### config.mk
export PLATFORM = sky130hd
export DESIGN_NAME = adc_spi_sampler
export DESIGN_NICKNAME = d
export VERILOG_FILES = /design/src/rtl/adc_spi_sampler.sv
export SDC_FILE = /design/constraint.sdc
export NUM_CORES = 1
export LEC_CHECK = 0
export ABC_AREA = 1
export CAP_MARGIN = 15
export CORE_UTILIZATION = 56
export DETAILED_ROUTE_END_ITERATION = 6
export PLACE_DENSITY = 0.82
export SLEW_MARGIN = 25
export SYNTH_ARGS = -nofsm -noshare
export SYNTH_HDL_FRONTEND = slang
export SYNTH_SLANG_ARGS = --single-unit
### constraint.sdc
create_clock -name clk -period 2.7 [get_ports clk]
set_input_delay 0.405 -clock clk [delete_from_list [all_inputs] [get_ports clk]]
set_output_delay 0.405 -clock clk [all_outputs]
set_load 0.01 [all_outputs]
### src/rtl/adc_spi_sampler.sv
`default_nettype none
// ============================================================================
// Module   : adc_spi_sampler
// Purpose  : Periodic SPI ADC trigger/capture; presents a signed 16-bit sample
//            with a one-cycle refresh strobe. Define
//            ADC_SPI_SAMPLER_OFFSET_BINARY_EN for offset-binary converters.
// Revision : 1.0 - initial release
// ============================================================================
module adc_spi_sampler #(
    parameter int CLK_DIV       = 2,
    parameter int CONV_CYCLES   = 4,
    parameter int SAMPLE_PERIOD = 200
) (
    input  logic        clk,
    input  logic        rst,
    input  logic        enable,
    output logic        adc_convst,
    output logic        adc_cs_n,
    output logic        adc_sclk,
    input  logic        adc_miso,
    output logic [15:0] sample,
    output logic        data_refresh,
    output logic        busy,
    output logic        overrun
);

    localparam int c_TIMER_W = $clog2(SAMPLE_PERIOD);
    localparam int c_CONV_W  = $clog2(CONV_CYCLES + 1);
    localparam int c_DIV_W   = $clog2(CLK_DIV + 1);

    localparam logic [c_TIMER_W-1:0] c_TIMER_LAST   = c_TIMER_W'(SAMPLE_PERIOD - 1);
    localparam logic [c_CONV_W-1:0]  c_CONV_LAST    = c_CONV_W'(CONV_CYCLES - 1);
    localparam logic [c_DIV_W-1:0]   c_DIV_LAST     = c_DIV_W'(CLK_DIV - 1);
    localparam logic [5:0]           c_HALF_PERIODS = 6'd32;

    localparam logic [1:0] c_IDLE    = 2'd0;
    localparam logic [1:0] c_CONVERT = 2'd1;
    localparam logic [1:0] c_SHIFT   = 2'd2;
    localparam logic [1:0] c_DONE    = 2'd3;

    logic [1:0]           r_state;
    logic [c_TIMER_W-1:0] r_timer;
    logic [c_CONV_W-1:0]  r_conv_cnt;
    logic [c_DIV_W-1:0]   r_div_cnt;
    logic [5:0]           r_half_cnt;
    logic [15:0]          r_shift;
    logic [15:0]          r_sample;
    logic                 r_convst;
    logic                 r_cs_n;
    logic                 r_sclk;
    logic                 r_refresh;
    logic                 r_busy;
    logic                 r_overrun;

    logic                 w_tick;
    logic [15:0]          w_result;

    assign w_tick = enable && (r_timer == c_TIMER_LAST);

`ifdef ADC_SPI_SAMPLER_OFFSET_BINARY_EN
    assign w_result = {~r_shift[15], r_shift[14:0]};
`else
    assign w_result = r_shift;
`endif

    always_ff @(posedge clk) begin
        if (rst) begin
            r_timer <= '0;
        end else if (!enable || w_tick) begin
            r_timer <= '0;
        end else begin
            r_timer <= r_timer + 1'b1;
        end
    end

    always_ff @(posedge clk) begin
        if (rst) begin
            r_state    <= c_IDLE;
            r_conv_cnt <= '0;
            r_div_cnt  <= '0;
            r_half_cnt <= '0;
            r_shift    <= '0;
            r_sample   <= '0;
            r_convst   <= 1'b0;
            r_cs_n     <= 1'b1;
            r_sclk     <= 1'b0;
            r_refresh  <= 1'b0;
            r_busy     <= 1'b0;
            r_overrun  <= 1'b0;
        end else begin
            r_refresh <= 1'b0;
            // A tick that finds the FSM occupied is dropped, not queued
            r_overrun <= w_tick && (r_state != c_IDLE);
            case (r_state)
                c_IDLE: begin
                    if (w_tick) begin
                        r_state    <= c_CONVERT;
                        r_convst   <= 1'b1;
                        r_busy     <= 1'b1;
                        r_conv_cnt <= '0;
                    end
                end
                c_CONVERT: begin
                    if (r_conv_cnt == c_CONV_LAST) begin
                        r_state    <= c_SHIFT;
                        r_convst   <= 1'b0;
                        r_cs_n     <= 1'b0;
                        r_div_cnt  <= '0;
                        r_half_cnt <= '0;
                    end else begin
                        r_conv_cnt <= r_conv_cnt + 1'b1;
                    end
                end
                c_SHIFT: begin
                    // One extra cycle after the last falling edge before DONE
                    if (r_half_cnt == c_HALF_PERIODS) begin
                        r_state   <= c_DONE;
                        r_cs_n    <= 1'b1;
                        r_sample  <= w_result;
                        r_refresh <= 1'b1;
                    end else if (r_div_cnt == c_DIV_LAST) begin
                        r_div_cnt  <= '0;
                        r_sclk     <= ~r_sclk;
                        r_half_cnt <= r_half_cnt + 1'b1;
                        if (!r_sclk) begin
                            r_shift <= {r_shift[14:0], adc_miso};
                        end
                    end else begin
                        r_div_cnt <= r_div_cnt + 1'b1;
                    end
                end
                c_DONE: begin
                    r_state <= c_IDLE;
                    r_busy  <= 1'b0;
                end
                default: begin
                    r_state <= c_IDLE;
                end
            endcase
        end
    end

    assign adc_convst   = r_convst;
    assign adc_cs_n     = r_cs_n;
    assign adc_sclk     = r_sclk;
    assign sample       = r_sample;
    assign data_refresh = r_refresh;
    assign busy         = r_busy;
    assign overrun      = r_overrun;

endmodule
`default_nettype wire

After elaboration in Yosys (flattened, before gate mapping)
Cells that the tools add are included.
Widths: inputs -> output; s select.
- input port bits: 4
- register bits: 59
- output and inout port bits: 22
- logic and storage cells: 76
- reductions and logical operators: 21
- mux-type cells: 22
- eq/ne operators: 13
- add/sub/neg operators: 4
- bitwise logic cells: 3
- operators with widths (operator ; count):
    $mux 6 ; 3
    $reduce_and 3->1 ; 6
    $mux 2 ; 6
    $ne 2x2->1 const B ; 6
    $pmux 6 s2 ; 1
    $add 8x1->8 const B ; 1
    $eq 8x8->1 const B ; 1
    $pmux 2 s4 ; 1
    $reduce_and 4->1 ; 2
    $reduce_bool 2->1 ; 4
    $add 6x1->6 const B ; 1
    $eq 6x6->1 const B ; 1
    $mux 3 ; 2
    $pmux 1 s2 ; 3
    $pmux 3 s2 ; 1
    $eq 2x1->1 const B ; 2
    $eq 2x2->1 const B ; 2
    $mux 1 ; 4
    $pmux 2 s2 ; 1
    $reduce_and 2->1 ; 2
    $reduce_or 2->1 ; 2
    $add 3x1->3 const B ; 1
    $eq 3x2->1 const B ; 1
    $not 1->1 ; 3
    5 further kinds ; 6

Longest topological paths before layout
- depth after elaboration: 4
- depth in mapped cells: 9
- mapped depth without buffers: 9

Worst setup path before layout
No wires, ideal clock.
- path kind: reg-to-reg
- start: register r_state[1]
- end: register r_half_cnt[5]
- stages on the path, launching flop included: 9
- path buffers: 0
- setup time: 0.117 ns
- arrival: 1.323 ns
- required time: 2.583 ns
- clock period less this slack: 1.440 ns
- path slack: 1.260 ns
- path through: dfxtp_1 inv_1 ha_1 inv_2 nor2_4 a21oi_4 nand3_4 o21ai_0 nor2_1
- word-level cells in the longest chain between the ends: 3
- elaborated cells on any way between the ends: 8
- those cells by class: eq/ne (5); mux (1); reduce/logical (2)
- RTL lines (item ; line ; text):
    start, declared ; 41 ; logic [1:0] r_state;
    start signal, assigned ; 78 ; r_state <= c_IDLE;
    start signal, assigned ; 97 ; r_state <= c_CONVERT;
    start signal, assigned ; 105 ; r_state <= c_SHIFT;
    $eq 2x2->1 or $eq 2x1->1 (tied branches) ; 94 ; case (r_state)
    $ne 2x2->1 (no line) or $reduce_bool 2->1 (tied branches) ; -- ;
    $reduce_and 4->1 (no line) ; -- ;
    end signal, assigned ; 124 ; r_half_cnt <= r_half_cnt + 1'b1;
    end, declared ; 45 ; logic [5:0] r_half_cnt;
Parallel ways exist; a longest one is shown, timed or not.
A chain may end at the register's enable or synchronous reset.

Final worst setup path
- start: register r_state[0]
- end: register r_sample[1] (netlist: sample[1])
- word-level cells in the longest chain between the ends: 2
- RTL lines (item ; line ; text):
    $eq 2x2->1 ; 94 ;
    $reduce_and 2->1 (no line) ; -- ;
    end signal, assigned ; 119 ; r_sample <= w_result;
    end, declared ; 47 ; logic [15:0] r_sample;
No other way between the ends.

==> results.cfg <==
[cts]
postCtsSetupRepairBufs = 0
root_buffer = clkbuf_8
cts_tree = yes
numCtsBuffers = 9
cts_hold_buffers = 0
path_clk_slew_ns = 0.07
clock-sinks = 59
ctsResizeCount = 0
clockBufferDepth = 2
htree_levels = 3
clkLatencyLatePin_ns = 0.35

[place]
gp_congestion = 0.855
place_area_mm2 = 0.00281
hpwl_mm = 3.14
portBuffers = 25

[layout]
layout_common_cells = dfxtp_1 (59), a21oi_1 (43), inv_1 (38), nand2_1 (37), nor2_1 (30)
area_delta_synth_final_pct = 17.1
regArea_mm2 = 0.00118
mostFrequentLayoutCell = dfxtp_1
n_fill_cell = 362
fin_area_mm2 = 0.00301
final_util = 0.687
fin_nets = 355
antenna_cells = 0
multi_input_area_mm2 = 0.00114
final_layout_size_suffix_gt1_frac = 0.116

[sta]
fmax_mhz = 530
slew_viol_final = 0
post-route-min-period_ns = 1.89
hold_viol = 0
fin_worst_skew_ns = 0.00625
tns_ns = 0
rsz0062_at_grt = no
worst_pin_slew_ns = 0.428
slew_headroom = 0.715
final-setup-viol-count = 0
timing.final.crit_share = 0.699
whs_ns = 0.440

[synth]
synth_largest_area_cell = dfxtp_1
synth.ff_latch_count = 59
avgSynthCellArea_um2 = 8.17
syn-num-nets = 329
seq_area_frac_synth = 0.459
yosysWarnings = 0
post_synth_instance_area_mm2 = 0.00257
syn_inst = 315
synth_area_leaders = dfxtp_1 (46%), a21oi_1 (8.4%), inv_1 (5.5%)
synth_top_area_share = 0.459
yosysUniqueCellTypes = 33

[floorplanning]
start_util = 0.587
dieWidth_um = 69.8
fp.dieH_um = 69.8
dieArea_mm2 = 0.00487
core_mm2 = 0.00438
ios = 26
rows = 24

[worst_setup_path]
crit_path_end_kind = register
cp.required_ns = 2.93
critPathLaunchType = register
critPathMaxFanout = 32
crit_type = register to register
crit_arrival_ns = 2.12

[grt]
grt_pass1_vias = 1966
overflow = 0
grt_pass1_wl_mm = 8.54
antenna_found_initial = 0
grt_use_total = 0.220
grt_max_degree = 34

[flow_run]
cap_violations = 0

[drt]
ant_nets = 0
wl_per_cell_um = 11.7
drt_iter0_markers = 133
remaining_drc_errors = 0
drtPass1Iterations = 5
drt-vias-per-instance = 5.13
wl_mm = 4.65
vias = 2041

[power_and_ir_drop]
p_leak_nw = 1.12
total_power_mw = 1.72
ir_worst_vdd_mv = 0.393
p_per_area_mw_per_mm2 = 572

[outcome]
outcome = completed

[worst_hold_path]
hp-class = register to register
==> cell type report <==
| class | count | share of cell area |
|---|---|---|
| clock buffer | 9 | 0.0411 |
| clock inverter | 7 | 0.0253 |
| inverter | 41 | 0.0515 |
| timing repair buffer | 27 | 0.0881 |
| tap | 52 | 0.0216 |
| multi-input combinational | 203 | 0.380 |
| sequential | 59 | 0.392 |
==> final timing paths <==
kind / startpoint / end / slack (ns) / cells past startpoint
hold reg to reg: r_div_cnt[1] / r_div_cnt[1] / 0.44 / 2
setup reg to reg: r_state[0] / sample[1] / 0.81 / 6
hold / removal: r_div_cnt[1] / r_div_cnt[1] / 0.44 / 2
setup / recovery: r_state[0] / sample[1] / 0.81 / 6
==> critical path, cell delays in order (launching register included) <==
cell,delay [ns]
dfxtp_1,0.38
inv_1,0.10
ha_1,0.34
nand4_4,0.21
clkinv_2,0.38
o21ai_0,0.31
a21oi_1,0.06
==> cells in the mapped netlist (all sizes together) <==
master and n:
a21oi 49, and2 1, and3 1, buf 11, clkbuf 1, clkinv 1, dfxtp 59, ha 10
inv 40, nand2 38, nand3 14, nand3b 1, nand4 5, nor2 34, nor3 2, nor3b 2
o21a 1, o21ai 40, o21bai 1, or2 2, xor2 2
==> through the flow <==
step                cells  setup slack, ns
floorplan             315             1.26
global placement      382            0.778
detailed placement    382            0.753
CTS                   398            0.810
global route          398            0.587
finish                398            0.812
==> report_power, final <==
| group | leakage [nW] | internal [mW] | switching [mW] |
|---|---|---|---|
| Clock | 0.0962 | 0.432 | 0.388 |
| Sequential | 0.475 | 0.871 | 0.000926 |
| Combinational | 0.553 | 0.0120 | 0.0193 |
| Total | 1.12 | 1.31 | 0.408 |
==> flip-flops by register name, summed over array words and instances (netlist names) <==
register,count
r_shift,16
sample,16
r_timer,8
r_half_cnt,6
r_conv_cnt,3
r_div_cnt,2
r_state,2
adc_convst,1
adc_cs_n,1
adc_sclk,1
busy,1
data_refresh,1
overrun,1
==> kinds of logic after synthesis <==
logic type | count (synthesis) | synth area share
buffers and inverters | 53 | 0.0958
xor gates and xnor gates | 2 | 0.00681
and+or+nand+nor | 100 | 0.199
AOI/OAI and AO/OA | 91 | 0.191
adders and majority gates | 10 | 0.0486
DFF | 59 | 0.459
==> routing by layer <==
metal / track usage / wire, µm / part of all wire / up-vias
li1: - / - / - / 1084
met1: 0.270 / 2220 / 0.48 / 909
met2: 0.350 / 2150 / 0.46 / 35
met3: 0.0596 / 188 / 0.040 / 13
met4: 0.116 / 98 / 0.021 / 0
met5: 0 / 0 / 0 / -
Power figures use the tool's default switching activity.
